File: src/rtl/rv_lsu.sv
// Load/store unit: issues one request/grant/response memory op per accepted transaction and formats register write-back.
// Optional `RV_LSU_MISALIGN_EN: abort misaligned half/word accesses without touching memory.
module rv_lsu #(
  parameter int unsigned TIMEOUT = 255
) (
  input  logic        clk,
  input  logic        rst_n,
  input  logic        req_valid_i,
  output logic        req_ready_o,
  input  logic        req_is_store_i,
  input  logic [1:0]  req_size_i,
  input  logic        req_unsigned_i,
  input  logic [31:0] req_addr_i,
  input  logic [31:0] req_wdata_i,
  input  logic [4:0]  req_rd_i,
  output logic        mem_req_o,
  output logic        mem_we_o,
  output logic [31:0] mem_addr_o,
  output logic [3:0]  mem_be_o,
  output logic [31:0] mem_wdata_o,
  input  logic        mem_gnt_i,
  input  logic        mem_rvalid_i,
  input  logic [31:0] mem_rdata_i,
  output logic        wb_en_o,
  output logic [4:0]  wb_rd_o,
  output logic [31:0] wb_data_o,
  output logic        done_o,
  output logic        err_o,
  output logic        misalign_o,
  output logic        busy_o
);

  typedef enum logic [1:0] {IDLE, REQ, WAIT, RESP} state_t;

  state_t      state;
  logic [7:0]  cnt;
  logic        is_store;
  logic        is_unsigned;
  logic [1:0]  size;
  logic [1:0]  lane;
  logic [4:0]  rd;

  logic [3:0]  be_fmt;
  logic [31:0] wdata_fmt;
  logic        misalign;
  logic        timed_out;
  logic        finish;

  function automatic logic [31:0] load_ext(input logic [31:0] w, input logic [1:0] sz,
                                           input logic [1:0] a, input logic uns);
    logic [7:0]  b;
    logic [15:0] h;
    logic [31:0] r;
    b = w[{a, 3'b000} +: 8];
    h = a[1] ? w[31:16] : w[15:0];
    case (sz)
      2'b00:   r = uns ? {24'b0, b} : {{24{b[7]}}, b};
      2'b01:   r = uns ? {16'b0, h} : {{16{h[15]}}, h};
      default: r = w;
    endcase
    return r;
  endfunction

  always_comb begin
    be_fmt    = 4'b1111;
    wdata_fmt = req_wdata_i;
    case (req_size_i)
      2'b00: begin
        be_fmt    = 4'b0001 << req_addr_i[1:0];
        wdata_fmt = {4{req_wdata_i[7:0]}};
      end
      2'b01: begin
        be_fmt    = 4'b0011 << {req_addr_i[1], 1'b0};
        wdata_fmt = {2{req_wdata_i[15:0]}};
      end
      default: ;
    endcase
  end

`ifdef RV_LSU_MISALIGN_EN
  assign misalign = (req_size_i == 2'b01) ? req_addr_i[0]
                                          : (req_size_i[1] && (req_addr_i[1:0] != 2'b00));
`else
  assign misalign = 1'b0;
`endif

  // Response has priority over the timeout on the last WAIT cycle.
  assign timed_out = (state == WAIT) && !mem_rvalid_i && (cnt == 8'(TIMEOUT - 1));
  assign finish    = ((state == REQ) && mem_gnt_i && mem_rvalid_i) ||
                     ((state == WAIT) && (mem_rvalid_i || timed_out));

  always_ff @(posedge clk or negedge rst_n) begin
    if (!rst_n) begin
      state       <= IDLE;
      cnt         <= '0;
      is_store    <= 1'b0;
      is_unsigned <= 1'b0;
      size        <= '0;
      lane        <= '0;
      rd          <= '0;
      req_ready_o <= 1'b1;
      busy_o      <= 1'b0;
      mem_req_o   <= 1'b0;
      mem_we_o    <= 1'b0;
      mem_addr_o  <= '0;
      mem_be_o    <= '0;
      mem_wdata_o <= '0;
      wb_en_o     <= 1'b0;
      wb_rd_o     <= '0;
      wb_data_o   <= '0;
      done_o      <= 1'b0;
      err_o       <= 1'b0;
      misalign_o  <= 1'b0;
    end else begin
      done_o     <= 1'b0;
      err_o      <= 1'b0;
      misalign_o <= 1'b0;
      wb_en_o    <= 1'b0;
      case (state)
        IDLE: begin
          if (req_valid_i) begin
            is_store    <= req_is_store_i;
            is_unsigned <= req_unsigned_i;
            size        <= req_size_i;
            lane        <= req_addr_i[1:0];
            rd          <= req_rd_i;
            req_ready_o <= 1'b0;
            busy_o      <= 1'b1;
            if (misalign) begin
              state      <= RESP;
              done_o     <= 1'b1;
              err_o      <= 1'b1;
              misalign_o <= 1'b1;
            end else begin
              state       <= REQ;
              mem_req_o   <= 1'b1;
              mem_we_o    <= req_is_store_i;
              mem_addr_o  <= {req_addr_i[31:2], 2'b00};
              mem_be_o    <= be_fmt;
              mem_wdata_o <= wdata_fmt;
            end
          end
        end
        REQ: begin
          if (mem_gnt_i) begin
            mem_req_o <= 1'b0;
            if (!mem_rvalid_i) begin
              state <= WAIT;
              cnt   <= '0;
            end
          end
        end
        WAIT: begin
          if (!mem_rvalid_i && !timed_out) cnt <= cnt + 8'd1;
        end
        RESP: begin
          state       <= IDLE;
          busy_o      <= 1'b0;
          req_ready_o <= 1'b1;
        end
        default: state <= IDLE;
      endcase
      if (finish) begin
        state  <= RESP;
        done_o <= 1'b1;
        if (timed_out) begin
          err_o <= 1'b1;
        end else if (!is_store && (rd != 5'd0)) begin
          wb_en_o   <= 1'b1;
          wb_rd_o   <= rd;
          wb_data_o <= load_ext(mem_rdata_i, size, lane, is_unsigned);
        end
      end
    end
  end

endmodule

File: config.mk
export PLATFORM = sky130hd
export DESIGN_NAME = rv_lsu
export DESIGN_NICKNAME = d
export VERILOG_FILES = /design/src/rtl/rv_lsu.sv
export SDC_FILE = /design/constraint.sdc
export NUM_CORES = 1
export LEC_CHECK = 0
export CAP_MARGIN = 15
export CORE_MARGIN = 3
export CORE_UTILIZATION = 40
export DETAILED_ROUTE_END_ITERATION = 7
export PLACE_DENSITY = 0.76
export SETUP_SLACK_MARGIN = 0.3
export SLEW_MARGIN = 10
export SYNTH_ARGS = -nofsm -noshare
export SYNTH_HDL_FRONTEND = slang
export SYNTH_SLANG_ARGS = --single-unit
File: constraint.sdc
create_clock -name clk -period 1.7 [get_ports clk]
set_input_delay 0.17 -clock clk [delete_from_list [all_inputs] [get_ports clk]]
set_output_delay 0.17 -clock clk [all_outputs]
set_load 0.03 [all_outputs]
==> results of run 1 <==
## kinds of logic after synthesis
logic type               Yosys count  share of synthesized area, %
multiplexers                      88                          15.6
adder cells (fa/ha/maj)            7                          1.45
AO/OA/AOI/OAI                    128                          12.0
flip-flops                       130                          54.0
buffers and inverters             46                          3.51
AND/OR/NAND/NOR                  178                          13.4
other                              1                        0.0622
## where the power goes
| group | switching (W) | internal (W) | leakage [nW] | total, W |
|---|---|---|---|---|
| Clock | 0.00135 | 0.00244 | 0.291 | 0.00379 |
| Sequential | 0.00101 | 0.00458 | 1.58 | 0.00558 |
| Combinational | 0.00614 | 0.00490 | 2.98 | 0.0110 |
## cell type report
class	count	share of cell area, %
tap	184	2.22
inverter	10	0.410
multi-input combinational	404	29.7
timing repair buffer	304	30.5
clock buffer	21	4.24
clock inverter	10	1.54
sequential	130	31.4
## timing repair
item / 4_1_cts / 5_1_grt
gates cloned: 10 / 4
endpoints found under the hold margin: 129 / 0
hold buffers: 1 / 0
gates resized for setup: 240 / 147
endpoints found under the setup margin: 236 / 163
buffers inserted: 17 / 9
pin swaps: 16 / 23
## critical path, cell delays in order (launching register included)
cell and delay (ps):
dfrtp_1 430, inv_2 110, ha_4 200, a21oi_4 50, a211o_4 350, buf_6 130
a21oi_4 160, buf_12 160, a21oi_1 70
## layout by cell type, fill, tap and decap left out, drive strengths merged, types with 5 or more instances in the layout
master	instances
dfrtp	129
clkdlybuf4s50	108
nand2	91
buf	82
dlygate4sd2	65
o21ai	61
mux2	48
a21oi	45
mux2i	40
clkbuf	37
nor2	36
clkdlybuf4s15	31
nor3	10
or3	10
inv	10
nor2b	8
nand3	7
ha	7
nand2b	6
clkinv	5
## worst min-delay path by stage
stage	from	to	slack, ps
2_1_floorplan	rst_n	busy_o	-130
3_3_place_gp	rst_n	mem_wdata_o[11]	20
3_5_place_dp	rst_n	mem_wdata_o[0]	20
4_1_cts	rst_n	mem_wdata_o[0]	110
5_1_grt	rst_n	mem_wdata_o[0]	130
6_report	rst_n	mem_wdata_o[0]	130
## sequential cells by signal, summed over array words and instances, names as in the netlist
register / cells
is_unsigned: 1
err_o: 1
mem_addr_o: 30
size: 2
is_store: 1
mem_wdata_o: 32
lane: 2
cnt: 8
wb_en_o: 1
done_o: 1
mem_req_o: 1
wb_data_o: 32
state: 2
rd: 5
req_ready_o: 1
busy_o: 1
wb_rd_o: 5
mem_be_o: 4
## metal layers
| layer | GRT usage [%] | up-vias | share of wire, % |
|---|---|---|---|
| met4 | 6.79 | 0 | 1.7 |
| met5 | 0 | - | 0 |
| met3 | 8.43 | 34 | 7.4 |
| li1 | - | 2593 | - |
| met2 | 42.1 | 231 | 53 |
| met1 | 27.1 | 2792 | 38 |
## per-stage QoR
| step | area (um2) | hold WS, ps | std cells |
|---|---|---|---|
| 5_1_grt | 10400 | 129 | 1063 |
| 6_report | 10400 | 128 | 1063 |
| 3_3_place_gp | 8700 | 18.8 | 991 |
| 3_5_place_dp | 8700 | 23.3 | 991 |
| 2_1_floorplan | 6120 | -126 | 580 |
| 4_1_cts | 9940 | 111 | 1050 |
==> flow_summary_export.csv, run 1 <==
group,metric,value,unit
place,dpl_worst_slack,-90.2,ps
grt,antenna_found_initial,0,
sta,fin_skew,12.0,ps
logic_synthesis,ys_types,47,
sta,setup_tns,-1450,ps
logic_synthesis,syn-instance-count,578,
final_layout,fin_nets,984,
drt,drt_iter0_drc,380,
clock_tree,htreeDepth,4,
worst_setup_path,crit_type,"flip-flop to flip-flop",
sta,setup_violations,40,
clock_tree,cts_tree,"yes",
grt,track_usage,23.8,%
logic_synthesis,synth_top_cell_area_share,53.6,%
worst_setup_path,cp_max_fo,12,
power_and_ir_drop,power,0.0204,W
logic_synthesis,ys_seq_area_share,54.0,%
floorplan,die_y,129,um
logic_synthesis,post-synth-top-count-cell,"dfrtp_1",
logic_synthesis,synth_top_area_cell,"dfrtp_1",
clock_tree,cts_sinks,130,
drt,routed_wl,20500,um
worst_setup_path,crit_required,2000,ps
worst_setup_path,endpoint_kind,"flip-flop",
sta,fmax,563,MHz
drt,num_vias,5650,
grt,grt_max_degree,36,
logic_synthesis,synth_edf_count,0,
final_layout,drive_above_1_share,29.1,%
drt,drtAntennaViolNets,0,
power_and_ir_drop,irDropWorstVdd,1.13,mV
floorplan,start_util,41.1,%
drt,drc,0,
final_layout,fillers,1032,
floorplan,core_area,0.0146,mm2
min_path,min_path_type,"primary input to asynchronous set/reset pin",
clock_tree,clock_tree.buffer_depth,2,
grt,grt_pass1_wl,30800,um
final_layout,regArea,0.00326,mm2
place,io_buffers,219,
logic_synthesis,synth_seq_cells,130,
final_layout,diodes,0,
power_and_ir_drop,powerDensity,1970,mW/mm2
clock_tree,clk_latency,420,ps
worst_setup_path,startpoint_type,"flip-flop",
flow_run,cap_violations,0,
logic_synthesis,avgSynthCellArea,10.4,um2
drt,drtPass1Iterations,4,
final_layout,syn_to_final_growth,72.3,%
place,place.detailed.hpwl,13100,um
sta,finalCriticalPeriod,1780,ps
sta,timing.final.crit_share,105,%
grt,grt_overflow,0,
drt,wl_per_cell,19.3,um
power_and_ir_drop,leakage,4.85,nW
worst_setup_path,r2r-end,"wb_data_o[17]",
drt,routed_via_density,5.32,
worst_setup_path,reg2reg_slack,-80,ps
worst_setup_path,critPathLaunch,"state[0]",
logic_synthesis,synthFlopType,"dfrtp_1",
logic_synthesis,synth_area,0.00603,mm2
outcome,violations,"negative setup slack",
logic_synthesis,yosys-top-cells-count,"129 x dfrtp_1, 91 x nand2_1, 61 x o21ai_0, 48 x mux2_2, 44 x a21oi_1",
sta,drv_slew,0,
outcome,status,"complete, but fails checks",
logic_synthesis,yosys-top-cells-area,"dfrtp_1 54%, mux2_2 9.0%, mux2i_1 6.6%",
worst_setup_path,crit_end,"wb_data_o[17]",
worst_setup_path,regToRegStartpoint,"state[0]",
worst_setup_path,reg2regPathDepth,8,
sta,report.final.hold_viol_count,0,
floorplan,fp-row-count,44,
clock_tree,clkTransAtPathRegs,60,ps
final_layout,final_util,70.9,%
worst_setup_path,worstPathArrival,2080,ps
clock_tree,cts_buffers,17,
clock_tree,cts-root-buf,"clkbuf_16",
final_layout,multi_input_area,0.00308,mm2
grt,grt_pass1_vias,5999,
floorplan,die_x,129,um
floorplan,die_area,0.0166,mm2
sta,grt_setup_unrepaired,"yes",
place,place_congestion,0.915,
logic_synthesis,yosysWarnings,0,
floorplan,ios,223,
sta,layout_setup_ws,-76.6,ps
logic_synthesis,synthArstFlopShare,100,%
Note: power is estimated with default switching activity, not from simulation.
==> run 2, diff against run 1 <==
--- a/config.mk
+++ b/config.mk
@@ -5,7 +5,6 @@
 export SDC_FILE = /design/constraint.sdc
 export NUM_CORES = 1
 export LEC_CHECK = 0
-export CAP_MARGIN = 15
 export CORE_MARGIN = 3
 export CORE_UTILIZATION = 40
 export DETAILED_ROUTE_END_ITERATION = 7
==> results of run 2 <==
Same layout as run 1: the final DEF is identical, and so are final timing and power.
